$ cat src/rtl/psum_ctrl_pkg.sv
// psum_ctrl_pkg: shared FSM/grant types and write-mask helper for the psum SRAM controller
package psum_ctrl_pkg;

    localparam int WMASK_MAX_W = 1024;

    typedef enum logic [2:0] {IDLE, ACC_RD, ACC_WR, DRN_RD, DRN_RSP} psum_state_e;

    typedef enum logic {GNT_ACC, GNT_DRN} grant_e;

    function automatic logic [WMASK_MAX_W-1:0] wmask_all(input int w);
        wmask_all = '0;
        for (int i = 0; i < w; i++) wmask_all[i] = 1'b1;
    endfunction

endpackage

$ cat src/rtl/psum_adder.sv
// psum_adder: combinational signed psum add; wraps by default, saturates when PSUM_SAT_EN is defined
module psum_adder #(
    parameter int W = 32
) (
    input  logic [W-1:0] a_i,
    input  logic [W-1:0] b_i,
    output logic [W-1:0] sum_o
);

    logic [W-1:0] wrap;

    assign wrap = a_i + b_i;

`ifdef PSUM_SAT_EN
    logic ovf;
    assign ovf   = (a_i[W-1] == b_i[W-1]) && (wrap[W-1] != a_i[W-1]);
    assign sum_o = ovf ? {a_i[W-1], {(W-1){~a_i[W-1]}}} : wrap;
`else
    assign sum_o = wrap;
`endif

endmodule

$ cat src/rtl/psum_ram_ctrl.sv
// psum_ram_ctrl: one psum SRAM bank shared by an accumulate (RMW) port and a drain port; PSUM_SAT_EN selects saturating accumulate
module psum_ram_ctrl
    import psum_ctrl_pkg::*;
#(
    parameter int ADR_W  = 12,
    parameter int SRAM_W = 32
) (
    input  logic              i_clk,
    input  logic              i_rstn,
    input  logic              i_acc_valid,
    output logic              o_acc_ready,
    input  logic [ADR_W-1:0]  i_acc_addr,
    input  logic [SRAM_W-1:0] i_acc_data,
    input  logic              i_acc_first,
    input  logic              i_drn_valid,
    output logic              o_drn_ready,
    input  logic [ADR_W-1:0]  i_drn_addr,
    output logic              o_drn_rvalid,
    output logic [SRAM_W-1:0] o_drn_rdata,
    input  logic              i_drn_rready,
    output logic              o_cen,
    output logic              o_rdwen,
    output logic [ADR_W-1:0]  o_addr,
    output logic [SRAM_W-1:0] o_indata,
    output logic [SRAM_W-1:0] o_wmask,
    input  logic [SRAM_W-1:0] i_outdata,
    output logic              o_busy
);

    localparam logic [WMASK_MAX_W-1:0] WMASK_WIDE = wmask_all(SRAM_W);
    localparam logic [SRAM_W-1:0]      WMASK_ALL  = WMASK_WIDE[SRAM_W-1:0];

    psum_state_e       state_q, state_d;
    grant_e            prio_q, prio_d;
    logic              cen_q, cen_d, rdwen_q, rdwen_d, rvalid_q, rvalid_d;
    logic [ADR_W-1:0]  addr_q, addr_d;
    logic [SRAM_W-1:0] indata_q, indata_d, wmask_q, wmask_d, rdata_q, rdata_d, sum;
    logic              gnt_acc, gnt_drn;

    // indata_q holds the captured contribution during ACC_RD, so it doubles as the adder operand
    psum_adder #(.W(SRAM_W)) u_add (
        .a_i  (i_outdata),
        .b_i  (indata_q),
        .sum_o(sum)
    );

    assign gnt_acc      = (state_q == IDLE) && i_acc_valid && (!i_drn_valid || prio_q == GNT_ACC);
    assign gnt_drn      = (state_q == IDLE) && i_drn_valid && (!i_acc_valid || prio_q == GNT_DRN);
    assign o_acc_ready  = gnt_acc;
    assign o_drn_ready  = gnt_drn;
    assign o_busy       = state_q != IDLE;
    assign o_cen        = cen_q;
    assign o_rdwen      = rdwen_q;
    assign o_addr       = addr_q;
    assign o_indata     = indata_q;
    assign o_wmask      = wmask_q;
    assign o_drn_rvalid = rvalid_q;
    assign o_drn_rdata  = rdata_q;

    // next state plus RAM controls derived from the next state so they are registered
    always_comb begin
        state_d  = state_q;
        prio_d   = prio_q;
        addr_d   = addr_q;
        indata_d = indata_q;
        rvalid_d = rvalid_q;
        rdata_d  = rdata_q;
        case (state_q)
            IDLE: begin
                if (gnt_acc) begin
                    state_d  = i_acc_first ? ACC_WR : ACC_RD;
                    addr_d   = i_acc_addr;
                    indata_d = i_acc_data;
                end else if (gnt_drn) begin
                    state_d = DRN_RD;
                    addr_d  = i_drn_addr;
                end
                if (i_acc_valid && i_drn_valid) prio_d = (prio_q == GNT_ACC) ? GNT_DRN : GNT_ACC;
            end
            ACC_RD: begin
                state_d  = ACC_WR;
                indata_d = sum;
            end
            ACC_WR: state_d = IDLE;
            DRN_RD: begin
                state_d  = DRN_RSP;
                rdata_d  = i_outdata;
                rvalid_d = 1'b1;
            end
            DRN_RSP: begin
                if (i_drn_rready) begin
                    state_d  = IDLE;
                    rvalid_d = 1'b0;
                end
            end
            default: state_d = IDLE;
        endcase
        cen_d   = !(state_d inside {ACC_RD, ACC_WR, DRN_RD});
        rdwen_d = state_d != ACC_WR;
        wmask_d = (state_d == ACC_WR) ? WMASK_ALL : '0;
    end

    // state and RAM interface registers; async reset drops cen at once, aborting any write
    always_ff @(posedge i_clk or negedge i_rstn) begin
        if (!i_rstn) begin
            state_q  <= IDLE;
            prio_q   <= GNT_ACC;
            cen_q    <= 1'b1;
            rdwen_q  <= 1'b1;
            addr_q   <= '0;
            indata_q <= '0;
            wmask_q  <= '0;
            rvalid_q <= 1'b0;
            rdata_q  <= '0;
        end else begin
            state_q  <= state_d;
            prio_q   <= prio_d;
            cen_q    <= cen_d;
            rdwen_q  <= rdwen_d;
            addr_q   <= addr_d;
            indata_q <= indata_d;
            wmask_q  <= wmask_d;
            rvalid_q <= rvalid_d;
            rdata_q  <= rdata_d;
        end
    end

endmodule

$ cat config.mk
export PLATFORM = sky130hd
export DESIGN_NAME = psum_ram_ctrl
export DESIGN_NICKNAME = d
export VERILOG_FILES = /design/src/rtl/psum_ctrl_pkg.sv /design/src/rtl/psum_adder.sv /design/src/rtl/psum_ram_ctrl.sv
export SDC_FILE = /design/constraint.sdc
export NUM_CORES = 1
export LEC_CHECK = 0
export ABC_AREA = 1
export ABC_CLOCK_PERIOD_IN_PS = 4800
export CAP_MARGIN = 20
export CORE_UTILIZATION = 52
export CTS_BUF_LIST = sky130_fd_sc_hd__clkbuf_2
export DETAILED_ROUTE_END_ITERATION = 6
export PLACE_DENSITY_LB_ADDON = 0.05
export SYNTH_ARGS = -nofsm -noshare
export SYNTH_HDL_FRONTEND = slang
export SYNTH_SLANG_ARGS = --single-unit
$ cat constraint.sdc
create_clock -name i_clk -period 4.8 [get_ports i_clk]
set_clock_uncertainty 0.1 [all_clocks]
set_input_delay 0.48 -clock i_clk [delete_from_list [all_inputs] [get_ports i_clk]]
set_output_delay 0.48 -clock i_clk [all_outputs]
set_load 0.005 [all_outputs]
==> run_results.csv <==
group,metric,value,unit
clock_tree,clock_latency,590,ps
synth,synthDistinctLibCells,35,
critical_path,rr_worst_depth,9,
synth,ys_warn_count,0,
critical_path,r2r_setup_slack,2490,ps
critical_path,cp-end-kind,"output port",
timing,min_period_over_period,61.75,%
global_route,grt_antenna_before_repair,0,
global_route,overflow,0,
clock_tree,clock_sinks,84,
pwr,powerDensity,648.6,nW/um^2
outcome,status,"complete, but fails checks",
clock_tree,htreeDepth,3,
pwr,power,0.005370,W
timing,setup_tns,0,ps
finish,antenna_cells,0,
timing,fin_crit,2964,ps
routing,dr.pass1.iters,7,
clock_tree,postCtsSetupBuffers,0,
placed_design,placed_area,8122,sq um
critical_path,reg2reg_to,"o_indata[22]",
synth,ys.flop_type,"dfrtp_1",
placed_design,gp_congestion,0.9423,
floorplanning,die_h,111,microns
floorplanning,die_width,111,microns
placed_design,dpl.cell_count,1189,
synth,syn-num-nets,1013,
critical_path,cp.arrival,2380,ps
synth,synthArstFlopShare,100.0,%
timing,setup_violations,0,
placed_design,dpl.hpwl,13.31,mm
timing,slew_violations,0,
critical_path,start_kind,"flip-flop",
pwr,switchingPower,0.002405,W
synth,synth_edf_count,0,
floorplanning,ios,208,
timing,max_freq,337.4,MHz
pwr,power_leakage,4.148,nW
clock_tree,cts.clk_slew.worst_paths,250,ps
pwr,ir_drop,344.5,uV
pwr,comb_power_share,67.2,%
synth,synthCells,887,
routing,wl,17.49,mm
synth,ys_top_cells_by_count,"nand2_1 (297), inv_1 (128), dfrtp_1 (82), nor2_1 (74), a21oi_1 (57)",
synth,synth_most_common_cell,"nand2_1",
routing,routedWlPerCell,14.50,microns
floorplanning,die_area,12320,sq um
synth,synth_top_cells_by_area,"dfrtp_1 (33%), nand2_1 (18%), inv_1 (7.8%)",
finish,final_area,8279,sq um
timing,tightestPinTransition,790.7,ps
outcome,violations,"design-rule violations",
pwr,internal_power,0.002966,W
critical_path,timing.rr.start,"state_q[1]",
clock_tree,cts_tree,"done",
timing,rsz0062_at_grt,"no",
clock_tree,clockBufferDepth,2,
synth,yosysTopAreaCellShare,33.21,%
run,drv_cap,0,
global_route,grt.total_usage,29.31,%
floorplanning,core.rowCount,39,
synth,yosysSeqAreaShare,34.06,%
pwr,power_frac_clock,7.9,%
timing,hold_viol_final,0,
finish,layout.nets,1185,
finish,syn2layout_area_growth,34.00,%
floorplanning,initial_core_util,53.65,%
floorplanning,design.core.area,11520,sq um
routing,via_count,6075,
clock_tree,clockRootBuffer,"clkbuf_2",
global_route,grt_pass1_vias,5920,
routing,via_per_inst,5.037,
routing,antenna_left,0,
finish,drive_gt1_share,6.397,%
global_route,grt_first_pass_wirelength,28.54,mm
pwr,sw_frac_of_total,44.78,%
synth,avgSynthCellArea,6.966,sq um
critical_path,critPathMaxFanout,15,
critical_path,critPathKind,"flip-flop to output port",
critical_path,critical_path_required,4220,ps
synth,synth-seq-cells,84,
worst_hold_path,hold_class,"primary input to async pin",
placed_design,numPortBuffers,207,
synth,synth_area,6178,sq um
finish,fin_cells,1206,
global_route,grt_start_max_net_pins,53,
timing,timing.slew.headroom,47.29,%
synth,yosysTopAreaCell,"dfrtp_1",
pwr,pwr-share-seq,24.9,%
clock_tree,cts_buffers,9,
routing,drt_iter0_drc,425,
routing,drc_errors,24,
[worst max path at each step]
| stage | from | endpoint | slack (ps) |
|---|---|---|---|
| 4_1_cts | state_q[1] | o_acc_ready | 1780 |
| 2_1_floorplan | i_outdata[0] | o_indata[28] | 2750 |
| 6_report | state_q[1] | o_acc_ready | 1840 |
| 3_5_place_dp | i_outdata[0] | o_indata[28] | 1910 |
| 3_3_place_gp | i_outdata[0] | o_indata[28] | 1950 |
| 5_1_grt | state_q[1] | o_acc_ready | 1690 |
[layout make-up]
| class | instances | area (sq um) |
|---|---|---|
| multi-input combinational | 620 | 3247 |
| fill | 1040 | 3237 |
| timing repair buffer | 213 | 2130 |
| sequential | 84 | 2105 |
| inverter | 131 | 491.7 |
| tap | 143 | 178.9 |
| clock inverter | 5 | 77.57 |
| clock buffer | 10 | 50.05 |
[what timing repair did]
action / CTS / global route
endpoints found under the hold margin: 32 / 0
hold buffers: 1 / 0
resized for setup: 0 / 0
setup endpoints to repair: 0 / 0
[placed cells by master (no fill, tap or decap), types with 4 or more instances in the layout]
cell             count
nand2_1            297
clkdlybuf4s50_1    206
inv_1              128
dfrtp_1             82
nor2_1              74
a21oi_1             57
nand3_1             43
mux2_2              31
ha_1                31
o21ai_0             21
o21a_1              13
xor2_1              13
o21ai_1             12
clkbuf_2            10
buf_4                5
o21bai_1             4
[state kept, by name (all words and copies together) (netlist names)]
signal and flops:
o_drn_rdata 32, o_indata 32, o_addr 12, state_q 3
o_cen 1, o_drn_rvalid 1, o_rdwen 1, o_wmask 1
prio_q 1
[worst max-delay path, stage by stage (launching register included)]
cell and delay, ps:
dfrtp_1 460, nor2_2 160, nand2_2 120, nor2_4 150
o21ai_4 140, inv_2 250, clkdlybuf4s50_1 550
[stage by stage]
stage	setup WS, ps	hold slack (ps)	util, %
detailed placement	1907	346.1	70.52
CTS	1776	190.4	71.72
floorplan	2747	84.41	-
global route	1688	208.1	71.89
global placement	1947	349.7	70.52
finish	1836	220.1	71.89
[cells by family (layout without fill, tap and decap cells)]
family | count (synthesis) | in the layout | share of synthesized area, %
simple gates | 430 | 430 | 27.70
flops | 84 | 84 | 34.06
mux | 31 | 31 | 5.650
buf+inv | 183 | 359 | 13.55
xor+xnor | 15 | 15 | 2.126
fa+ha+maj | 32 | 32 | 6.602
compound gates | 112 | 112 | 10.31
[layer usage]
layer  share of wire [%]  vias to the layer above  GRT usage (%)
li1                    -                     3092              -
met1                  45                     2709          38.58
met2                  44                      243          47.00
met3                 8.2                       31          6.233
met4                 2.4                        0          11.69
met5                   0                        -              0
[power groups by stage]
stage / Sequential [W] / Combinational (W) / Clock (W)
after floorplan: 0.00135 / 0.00217 / 0
after detailed placement: 0.00135 / 0.00358 / 0
after CTS: 0.00134 / 0.00360 / 0.000432
after global placement: 0.00133 / 0.00353 / 0
final: 0.00134 / 0.00361 / 0.000423
after global routing: 0.00139 / 0.00400 / 0.000460
(Power assumes the default switching activity.)
